[src/rtl/fft_pkg.sv]
// fft_pkg: shared FFT constants and sign-magnitude field layout
package fft_pkg;
  localparam int FFT_N = 8;
  localparam int FFT_W = 24;
  localparam logic [FFT_W-1:0] CT_0707 = 24'h00b4fd;
  localparam int SIGN_BIT = FFT_W - 1;
  localparam int MAG_MSB = FFT_W - 2;
endpackage

[src/rtl/fft_out_serializer_if.sv]
// fft_out_serializer_if: frame capture handshake plus sample stream handshake
interface fft_out_serializer_if
  import fft_pkg::*;
#(
  parameter int W = FFT_W
);
  logic [W-1:0] a0r, a1r, a2r, a3r, a4r, a5r, a6r, a7r;
  logic [W-1:0] a0i, a1i, a2i, a3i, a4i, a5i, a6i, a7i;
  logic in_valid, in_ready;
  logic [W-1:0] out_re, out_im;
  logic [2:0] out_idx;
  logic out_last, out_valid, out_ready;
  modport master (
    output a0r, a1r, a2r, a3r, a4r, a5r, a6r, a7r,
    output a0i, a1i, a2i, a3i, a4i, a5i, a6i, a7i,
    output in_valid, out_ready,
    input  in_ready, out_re, out_im, out_idx, out_last, out_valid
  );
  modport slave (
    input  a0r, a1r, a2r, a3r, a4r, a5r, a6r, a7r,
    input  a0i, a1i, a2i, a3i, a4i, a5i, a6i, a7i,
    input  in_valid, out_ready,
    output in_ready, out_re, out_im, out_idx, out_last, out_valid
  );
endinterface

[src/rtl/fft_sm2tc.sv]
// fft_sm2tc: sign-magnitude to output-format converter, negative zero folded to 0
module fft_sm2tc #(
  parameter int W = 24,
  parameter bit OUT_TWOS = 1'b1
) (
  input  logic [W-1:0] i_sm,
  output logic [W-1:0] o_val
);
  logic [W-1:0] w_mag;
  logic w_neg;
  assign w_mag = {1'b0, i_sm[W-2:0]};
  assign w_neg = i_sm[W-1] & (|i_sm[W-2:0]);
  assign o_val = !w_neg ? w_mag : OUT_TWOS ? '0 - w_mag : i_sm;
endmodule

[src/rtl/fft_out_serializer.sv]
// fft_out_serializer: captures whole 8-bin FFT frames into a ping-pong buffer
// and streams them out one complex sample per beat in natural bin order.
module fft_out_serializer
  import fft_pkg::*;
#(
  parameter int W = FFT_W,
  parameter bit OUT_TWOS = 1'b1
) (
  input logic clk,
  input logic rst_n,
  fft_out_serializer_if.slave bus
);
  logic [W-1:0] w_raw_re [FFT_N];
  logic [W-1:0] w_raw_im [FFT_N];
  logic [W-1:0] w_cv_re [FFT_N];
  logic [W-1:0] w_cv_im [FFT_N];
  logic [W-1:0] r_re [2][FFT_N];
  logic [W-1:0] r_im [2][FFT_N];
  logic r_wr_bank, r_rd_bank;
  logic [1:0] r_count;
  logic [2:0] r_rd_idx;
  logic w_cap, w_beat, w_last;
  assign w_raw_re[0] = bus.a0r;
  assign w_raw_re[1] = bus.a1r;
  assign w_raw_re[2] = bus.a2r;
  assign w_raw_re[3] = bus.a3r;
  assign w_raw_re[4] = bus.a4r;
  assign w_raw_re[5] = bus.a5r;
  assign w_raw_re[6] = bus.a6r;
  assign w_raw_re[7] = bus.a7r;
  assign w_raw_im[0] = bus.a0i;
  assign w_raw_im[1] = bus.a1i;
  assign w_raw_im[2] = bus.a2i;
  assign w_raw_im[3] = bus.a3i;
  assign w_raw_im[4] = bus.a4i;
  assign w_raw_im[5] = bus.a5i;
  assign w_raw_im[6] = bus.a6i;
  assign w_raw_im[7] = bus.a7i;
  for (genvar g = 0; g < FFT_N; g++) begin : g_cv
    fft_sm2tc #(.W(W), .OUT_TWOS(OUT_TWOS)) u_re (.i_sm(w_raw_re[g]), .o_val(w_cv_re[g]));
    fft_sm2tc #(.W(W), .OUT_TWOS(OUT_TWOS)) u_im (.i_sm(w_raw_im[g]), .o_val(w_cv_im[g]));
  end
  assign bus.in_ready = r_count != 2'd2;
  assign bus.out_valid = r_count != 2'd0;
  assign bus.out_re = r_re[r_rd_bank][r_rd_idx];
  assign bus.out_im = r_im[r_rd_bank][r_rd_idx];
  assign bus.out_idx = r_rd_idx;
  assign bus.out_last = r_rd_idx == 3'd7;
  assign w_cap = bus.in_valid & bus.in_ready;
  assign w_beat = bus.out_valid & bus.out_ready;
  assign w_last = w_beat & (r_rd_idx == 3'd7);
  // a capture and a frame release in the same cycle cancel in the occupancy count
  always_ff @(posedge clk or negedge rst_n)
    if (!rst_n) begin
      r_wr_bank <= 1'b0;
      r_rd_bank <= 1'b0;
      r_count <= 2'd0;
      r_rd_idx <= 3'd0;
      for (int b = 0; b < 2; b++)
        for (int k = 0; k < FFT_N; k++) begin
          r_re[b][k] <= '0;
          r_im[b][k] <= '0;
        end
    end else begin
      if (w_cap) begin
        r_wr_bank <= ~r_wr_bank;
        for (int k = 0; k < FFT_N; k++) begin
          r_re[r_wr_bank][k] <= w_cv_re[k];
          r_im[r_wr_bank][k] <= w_cv_im[k];
        end
      end
      if (w_beat) r_rd_idx <= r_rd_idx + 3'd1;
      if (w_last) r_rd_bank <= ~r_rd_bank;
      r_count <= r_count + {1'b0, w_cap} - {1'b0, w_last};
    end
endmodule
[src/flat_wrapper.sv]
// flat-port wrapper written by rule: the top's interface ports become plain ports
module fft_out_serializer_flat import fft_pkg::*;
#(
  parameter int W = FFT_W,
  parameter bit OUT_TWOS = 1'b1
)
  (clk, rst_n, bus_a0r, bus_a1r, bus_a2r, bus_a3r, bus_a4r, bus_a5r, bus_a6r, bus_a7r, bus_a0i, bus_a1i, bus_a2i, bus_a3i, bus_a4i, bus_a5i, bus_a6i, bus_a7i, bus_in_valid, bus_out_ready, bus_in_ready, bus_out_re, bus_out_im, bus_out_idx, bus_out_last, bus_out_valid);
  fft_out_serializer_if #(.W(W)) bus_i ();
  input logic clk;
  input logic rst_n;
  input wire logic [$bits(bus_i.a0r)-1:0] bus_a0r;
  input wire logic [$bits(bus_i.a1r)-1:0] bus_a1r;
  input wire logic [$bits(bus_i.a2r)-1:0] bus_a2r;
  input wire logic [$bits(bus_i.a3r)-1:0] bus_a3r;
  input wire logic [$bits(bus_i.a4r)-1:0] bus_a4r;
  input wire logic [$bits(bus_i.a5r)-1:0] bus_a5r;
  input wire logic [$bits(bus_i.a6r)-1:0] bus_a6r;
  input wire logic [$bits(bus_i.a7r)-1:0] bus_a7r;
  input wire logic [$bits(bus_i.a0i)-1:0] bus_a0i;
  input wire logic [$bits(bus_i.a1i)-1:0] bus_a1i;
  input wire logic [$bits(bus_i.a2i)-1:0] bus_a2i;
  input wire logic [$bits(bus_i.a3i)-1:0] bus_a3i;
  input wire logic [$bits(bus_i.a4i)-1:0] bus_a4i;
  input wire logic [$bits(bus_i.a5i)-1:0] bus_a5i;
  input wire logic [$bits(bus_i.a6i)-1:0] bus_a6i;
  input wire logic [$bits(bus_i.a7i)-1:0] bus_a7i;
  input wire logic [$bits(bus_i.in_valid)-1:0] bus_in_valid;
  input wire logic [$bits(bus_i.out_ready)-1:0] bus_out_ready;
  output wire logic [$bits(bus_i.in_ready)-1:0] bus_in_ready;
  output wire logic [$bits(bus_i.out_re)-1:0] bus_out_re;
  output wire logic [$bits(bus_i.out_im)-1:0] bus_out_im;
  output wire logic [$bits(bus_i.out_idx)-1:0] bus_out_idx;
  output wire logic [$bits(bus_i.out_last)-1:0] bus_out_last;
  output wire logic [$bits(bus_i.out_valid)-1:0] bus_out_valid;
  assign bus_i.a0r = bus_a0r;
  assign bus_i.a1r = bus_a1r;
  assign bus_i.a2r = bus_a2r;
  assign bus_i.a3r = bus_a3r;
  assign bus_i.a4r = bus_a4r;
  assign bus_i.a5r = bus_a5r;
  assign bus_i.a6r = bus_a6r;
  assign bus_i.a7r = bus_a7r;
  assign bus_i.a0i = bus_a0i;
  assign bus_i.a1i = bus_a1i;
  assign bus_i.a2i = bus_a2i;
  assign bus_i.a3i = bus_a3i;
  assign bus_i.a4i = bus_a4i;
  assign bus_i.a5i = bus_a5i;
  assign bus_i.a6i = bus_a6i;
  assign bus_i.a7i = bus_a7i;
  assign bus_i.in_valid = bus_in_valid;
  assign bus_i.out_ready = bus_out_ready;
  assign bus_in_ready = bus_i.in_ready;
  assign bus_out_re = bus_i.out_re;
  assign bus_out_im = bus_i.out_im;
  assign bus_out_idx = bus_i.out_idx;
  assign bus_out_last = bus_i.out_last;
  assign bus_out_valid = bus_i.out_valid;
  fft_out_serializer #(.W(W), .OUT_TWOS(OUT_TWOS)) u_core (.clk(clk), .rst_n(rst_n), .bus(bus_i));
endmodule
[config.mk]
export PLATFORM = sky130hd
export DESIGN_NAME = fft_out_serializer_flat
export DESIGN_NICKNAME = d
export VERILOG_FILES = /design/src/rtl/fft_pkg.sv /design/src/rtl/fft_out_serializer_if.sv /design/src/rtl/fft_sm2tc.sv /design/src/rtl/fft_out_serializer.sv /design/src/flat_wrapper.sv
export SDC_FILE = /design/constraint.sdc
export NUM_CORES = 2
export LEC_CHECK = 0
export ABC_AREA = 1
export BUFFER_PORTS_ARGS = -buffer_cell sky130_fd_sc_hd__buf_2
export CAP_MARGIN = 20
export CORE_ASPECT_RATIO = 0.6
export CORE_MARGIN = 5
export CORE_UTILIZATION = 45
export CTS_CLUSTER_SIZE = 28
export DETAILED_ROUTE_END_ITERATION = 7
export PLACE_DENSITY = 0.66
export SLEW_MARGIN = 15
export SYNTH_ARGS = -nofsm -noshare
export SYNTH_HDL_FRONTEND = slang
export SYNTH_SLANG_ARGS = --single-unit
[constraint.sdc]
create_clock -name clk -period 1.5 [get_ports clk]
set_input_delay 0.075 -clock clk [delete_from_list [all_inputs] [get_ports clk]]
set_output_delay 0.075 -clock clk [all_outputs]
set_load 0.02 [all_outputs]
==> results.json <==
{
  "r2r_cells": 9,
  "rows": 93,
  "period_share_pct": 181,
  "clock-sinks": 775,
  "grt_pass1_wl_um": 319000,
  "hold_path_class": "input pin to register",
  "syn_nets": 7818,
  "cts_tree": "yes",
  "die_w_um": 436,
  "crit_arrival_ns": 2.64,
  "place.gp.congestion": 0.971,
  "first_iter_violations": 7313,
  "numPortBuffers": 441,
  "setup_ws_ns": -1.22,
  "power_frac_seq_pct": 27.9,
  "r2r-end": "u_core.r_count[1]",
  "setup_viol": 824,
  "dpl.cell_count": 9763,
  "avgSynthCellArea_um2": 6.61,
  "finalHoldViolCount": 0,
  "yosysWarnings": 0,
  "drive_above_1_share_pct": 27.7,
  "rsz0062_at_grt": "true",
  "final_util_pct": 68.3,
  "critical_path_class": "register to output pin",
  "drv_cap": 0,
  "combPwrFrac_pct": 57.8,
  "synth_seq_cells": 775,
  "clk_root_buffer_cell": "clkbuf_16",
  "drc": 0,
  "ff2ff_setup_slack_ns": -0.49,
  "antenna_found_initial": 4,
  "endpoint_kind": "output pin",
  "worst_pin_slew_ns": 0.853,
  "start_kind": "register",
  "grt_max_degree": 99,
  "track_usage_pct": 34.8,
  "power.share.clock_pct": 14.3,
  "violations": "setup timing",
  "vias": 58559,
  "viasPerCell": 5.61,
  "io_pins": 442,
  "finalMaxSlewViolations": 0,
  "grt_pass1_vias": 53870,
  "detailedRoute.firstPassIterationCount": 8,
  "clkLatencyLatePin_ns": 0.68,
  "relSlewSlack_pct": 42.9,
  "initial_core_util_pct": 45.5,
  "synth_area_um2": 49000,
  "min_period_ns": 2.72,
  "ys_types": 36,
  "detail-route-antenna-nets": 0,
  "crit_fanout": 11,
  "synthCells": 7410,
  "die_h_um": 266,
  "p_switching_mw": 64.2,
  "synth.yosys.seq_area_share_pct": 39.6,
  "cts-buffers-inserted": 72,
  "coreArea_um2": 108000,
  "hold_depth": 6,
  "power_density_nw_per_um2": 1940,
  "hold_start": "bus_a2i[1]",
  "outcome": "finished with violations",
  "syn_to_final_growth_pct": 50.1,
  "hold_end": "u_core.r_im[121]",
  "drt-wirelength-per-cell_um": 21.1,
  "fmax_mhz": 368,
  "hold_slack_ns": 0.0356,
  "fin_skew_ns": 0.0251,
  "htreeDepth": 3,
  "stdcell_count": 10441,
  "reg2reg_from": "u_core.bus.out_idx[0]",
  "fin_nets": 9368,
  "path_clk_slew_ns": 0.08,
  "internal_power_mw": 78.5,
  "dieArea_um2": 116000,
  "p_leak_nw": 37.4,
  "grt-ovfl-total": 0,
  "switching_share_pct": 45.0,
  "dp_hpwl_um": 147000,
  "ctsLongestPathBuffers": 3,
  "drt-total-wl_um": 220000,
  "ir_drop_v": 0.00150,
  "critical_path_required_ns": 1.42
}
[power by group through the flow]
stage | sequential [mW] | clock (mW) | combinational (mW)
after global routing | 40.2 | 21.2 | 86.8
after floorplan | 34.3 | 0 | 32.4
after global placement | 37.5 | 0 | 54.7
final | 39.8 | 20.4 | 82.5
after detailed placement | 37.3 | 0 | 55.9
after CTS | 37.5 | 20.4 | 69.6
[cell usage in the layout (no fill, tap or decap), drive strengths merged, types with 18 or more instances in the layout]
| cell type | netlist | routed |
|---|---|---|
| buf | 238 | 1440 |
| o21ai | 543 | 543 |
| xnor2 | 45 | 45 |
| dfrtp | 775 | 775 |
| nor2 | 902 | 902 |
| ha | 20 | 20 |
| o221ai | 135 | 135 |
| clkbuf | 148 | 144 |
| o211ai | 50 | 50 |
| nand4 | 86 | 86 |
| o22ai | 32 | 32 |
| nand3 | 400 | 400 |
| a21o | 18 | 18 |
| a21oi | 48 | 48 |
| xor2 | 147 | 147 |
| dlygate4sd3 | 0 | 368 |
| nand2 | 3428 | 3428 |
| inv | 359 | 364 |
[logic make-up after synthesis]
group                    count (synthesis)  synth area share (%)
flip-flops                             775                  39.6
buffers and inverters                  745                  6.67
AND/OR/NAND/NOR                       4851                  39.9
XOR/XNOR                               192                  3.43
AO/OA/AOI/OAI                          827                  9.93
adder cells (fa/ha/maj)                 20                 0.511
[sequential cells by signal (all words and copies together) (netlist names)]
signal              cells
u_core.r_count          2
u_core.r_rd_bank        1
u_core.r_im           384
u_core.r_wr_bank        1
u_core.bus.out_idx      3
u_core.r_re           384
[layout make-up]
type	count	area (µm²)
Tap cell	1425	1780
Multi-Input combinational cell	5890	29900
Timing Repair Buffer	1857	18400
Inverter	359	1450
Clock inverter	25	385
Antenna cell	3	7.51
Timing Repair inverter	5	103
Sequential cell	775	19400
Fill cell	8658	34200
Clock buffer	102	2150
[cell usage after synthesis]
library cell  instances  share of area [%]
buf_4                23               0.35
a21oi_1              48               0.49
o21bai_1              1              0.015
or2_2                 3              0.038
xnor2_1              45               0.80
inv_4                 1              0.013
nand3_2              10               0.20
o211ai_1             50               0.77
nand3_1             379                3.9
nand3_4              11               0.39
nor2_2               33               0.42
nand4_1              86                1.1
o22ai_1              32               0.41
nand2_4              10               0.23
xor2_1              147                2.6
nand2_2              10               0.13
nor2_4               17               0.39
a21o_1               18               0.28
nor3b_1               7               0.11
nand2_8               1              0.041
buf_1                28               0.21
clkbuf_1            148                1.1
nor2_1              852                6.5
buf_6                24               0.55
inv_1               335                2.6
nand3b_1             17               0.26
buf_2               163                1.7
o21ai_2               2              0.036
ha_1                 20               0.51
o21ai_1              58               0.59
nand2_1            3407                 26
o221ai_1            135                2.4
o21ai_0             483                4.9
nor3_1                8              0.082
inv_2                23               0.18
dfrtp_1             775                 40
[worst max-delay path, cell delays in order (launching register included)]
cell,delay (ns)
dfrtp_4,0.47
buf_12,0.20
inv_16,0.08
buf_4,0.18
o21ai_2,0.14
o22ai_2,0.12
buf_4,0.16
o211ai_1,0.28
nand2_2,0.16
buf_6,0.17
[worst max-delay path by stage]
| stage | startpoint | endpoint | slack [ns] | cells past startpoint |
|---|---|---|---|---|
| after detailed placement | u_core.r_rd_bank | bus_out_re[2] | -0.54 | 7 |
| after global routing | u_core.r_rd_bank | bus_out_im[3] | -1.28 | 10 |
| final | u_core.r_rd_bank | bus_out_re[6] | -1.22 | 9 |
| after global placement | u_core.r_rd_bank | bus_out_re[2] | -0.54 | 7 |
| after floorplan | u_core.bus.out_idx[0] | u_core.r_count[1] | -0.08 | 8 |
| after CTS | u_core.r_rd_bank | bus_out_re[3] | -1.18 | 8 |
[routing by layer]
layer,GRT usage [%],vias up,share of wire (%)
met1,50.5,27663,42
met5,0,-,0.0032
li1,-,26772,-
met2,50.9,3579,42
met3,8.31,543,12
met4,12.1,2,3.9
[per-stage QoR]
step           TNS [ns]  cell area [µm²]  setup WS, ns  total power, mW
2_1_floorplan    -0.168            49200       -0.0844             66.7
3_3_place_gp    -130.62            59300        -0.538             92.2
3_5_place_dp    -140.17            59300        -0.543             93.2
4_1_cts         -155.94            69300         -1.18              128
5_1_grt         -304.33            73600         -1.28              148
6_report        -260.39            73600         -1.22              143
[what timing repair did]
action,CTS,global route
gates resized for setup,515,948
pin swaps,152,322
endpoints found under the setup margin,812,822
buffers inserted,39,43
hold buffers,369,2
cloned,66,48
hold endpoints to repair,1459,4
(Power assumes the default switching activity.)
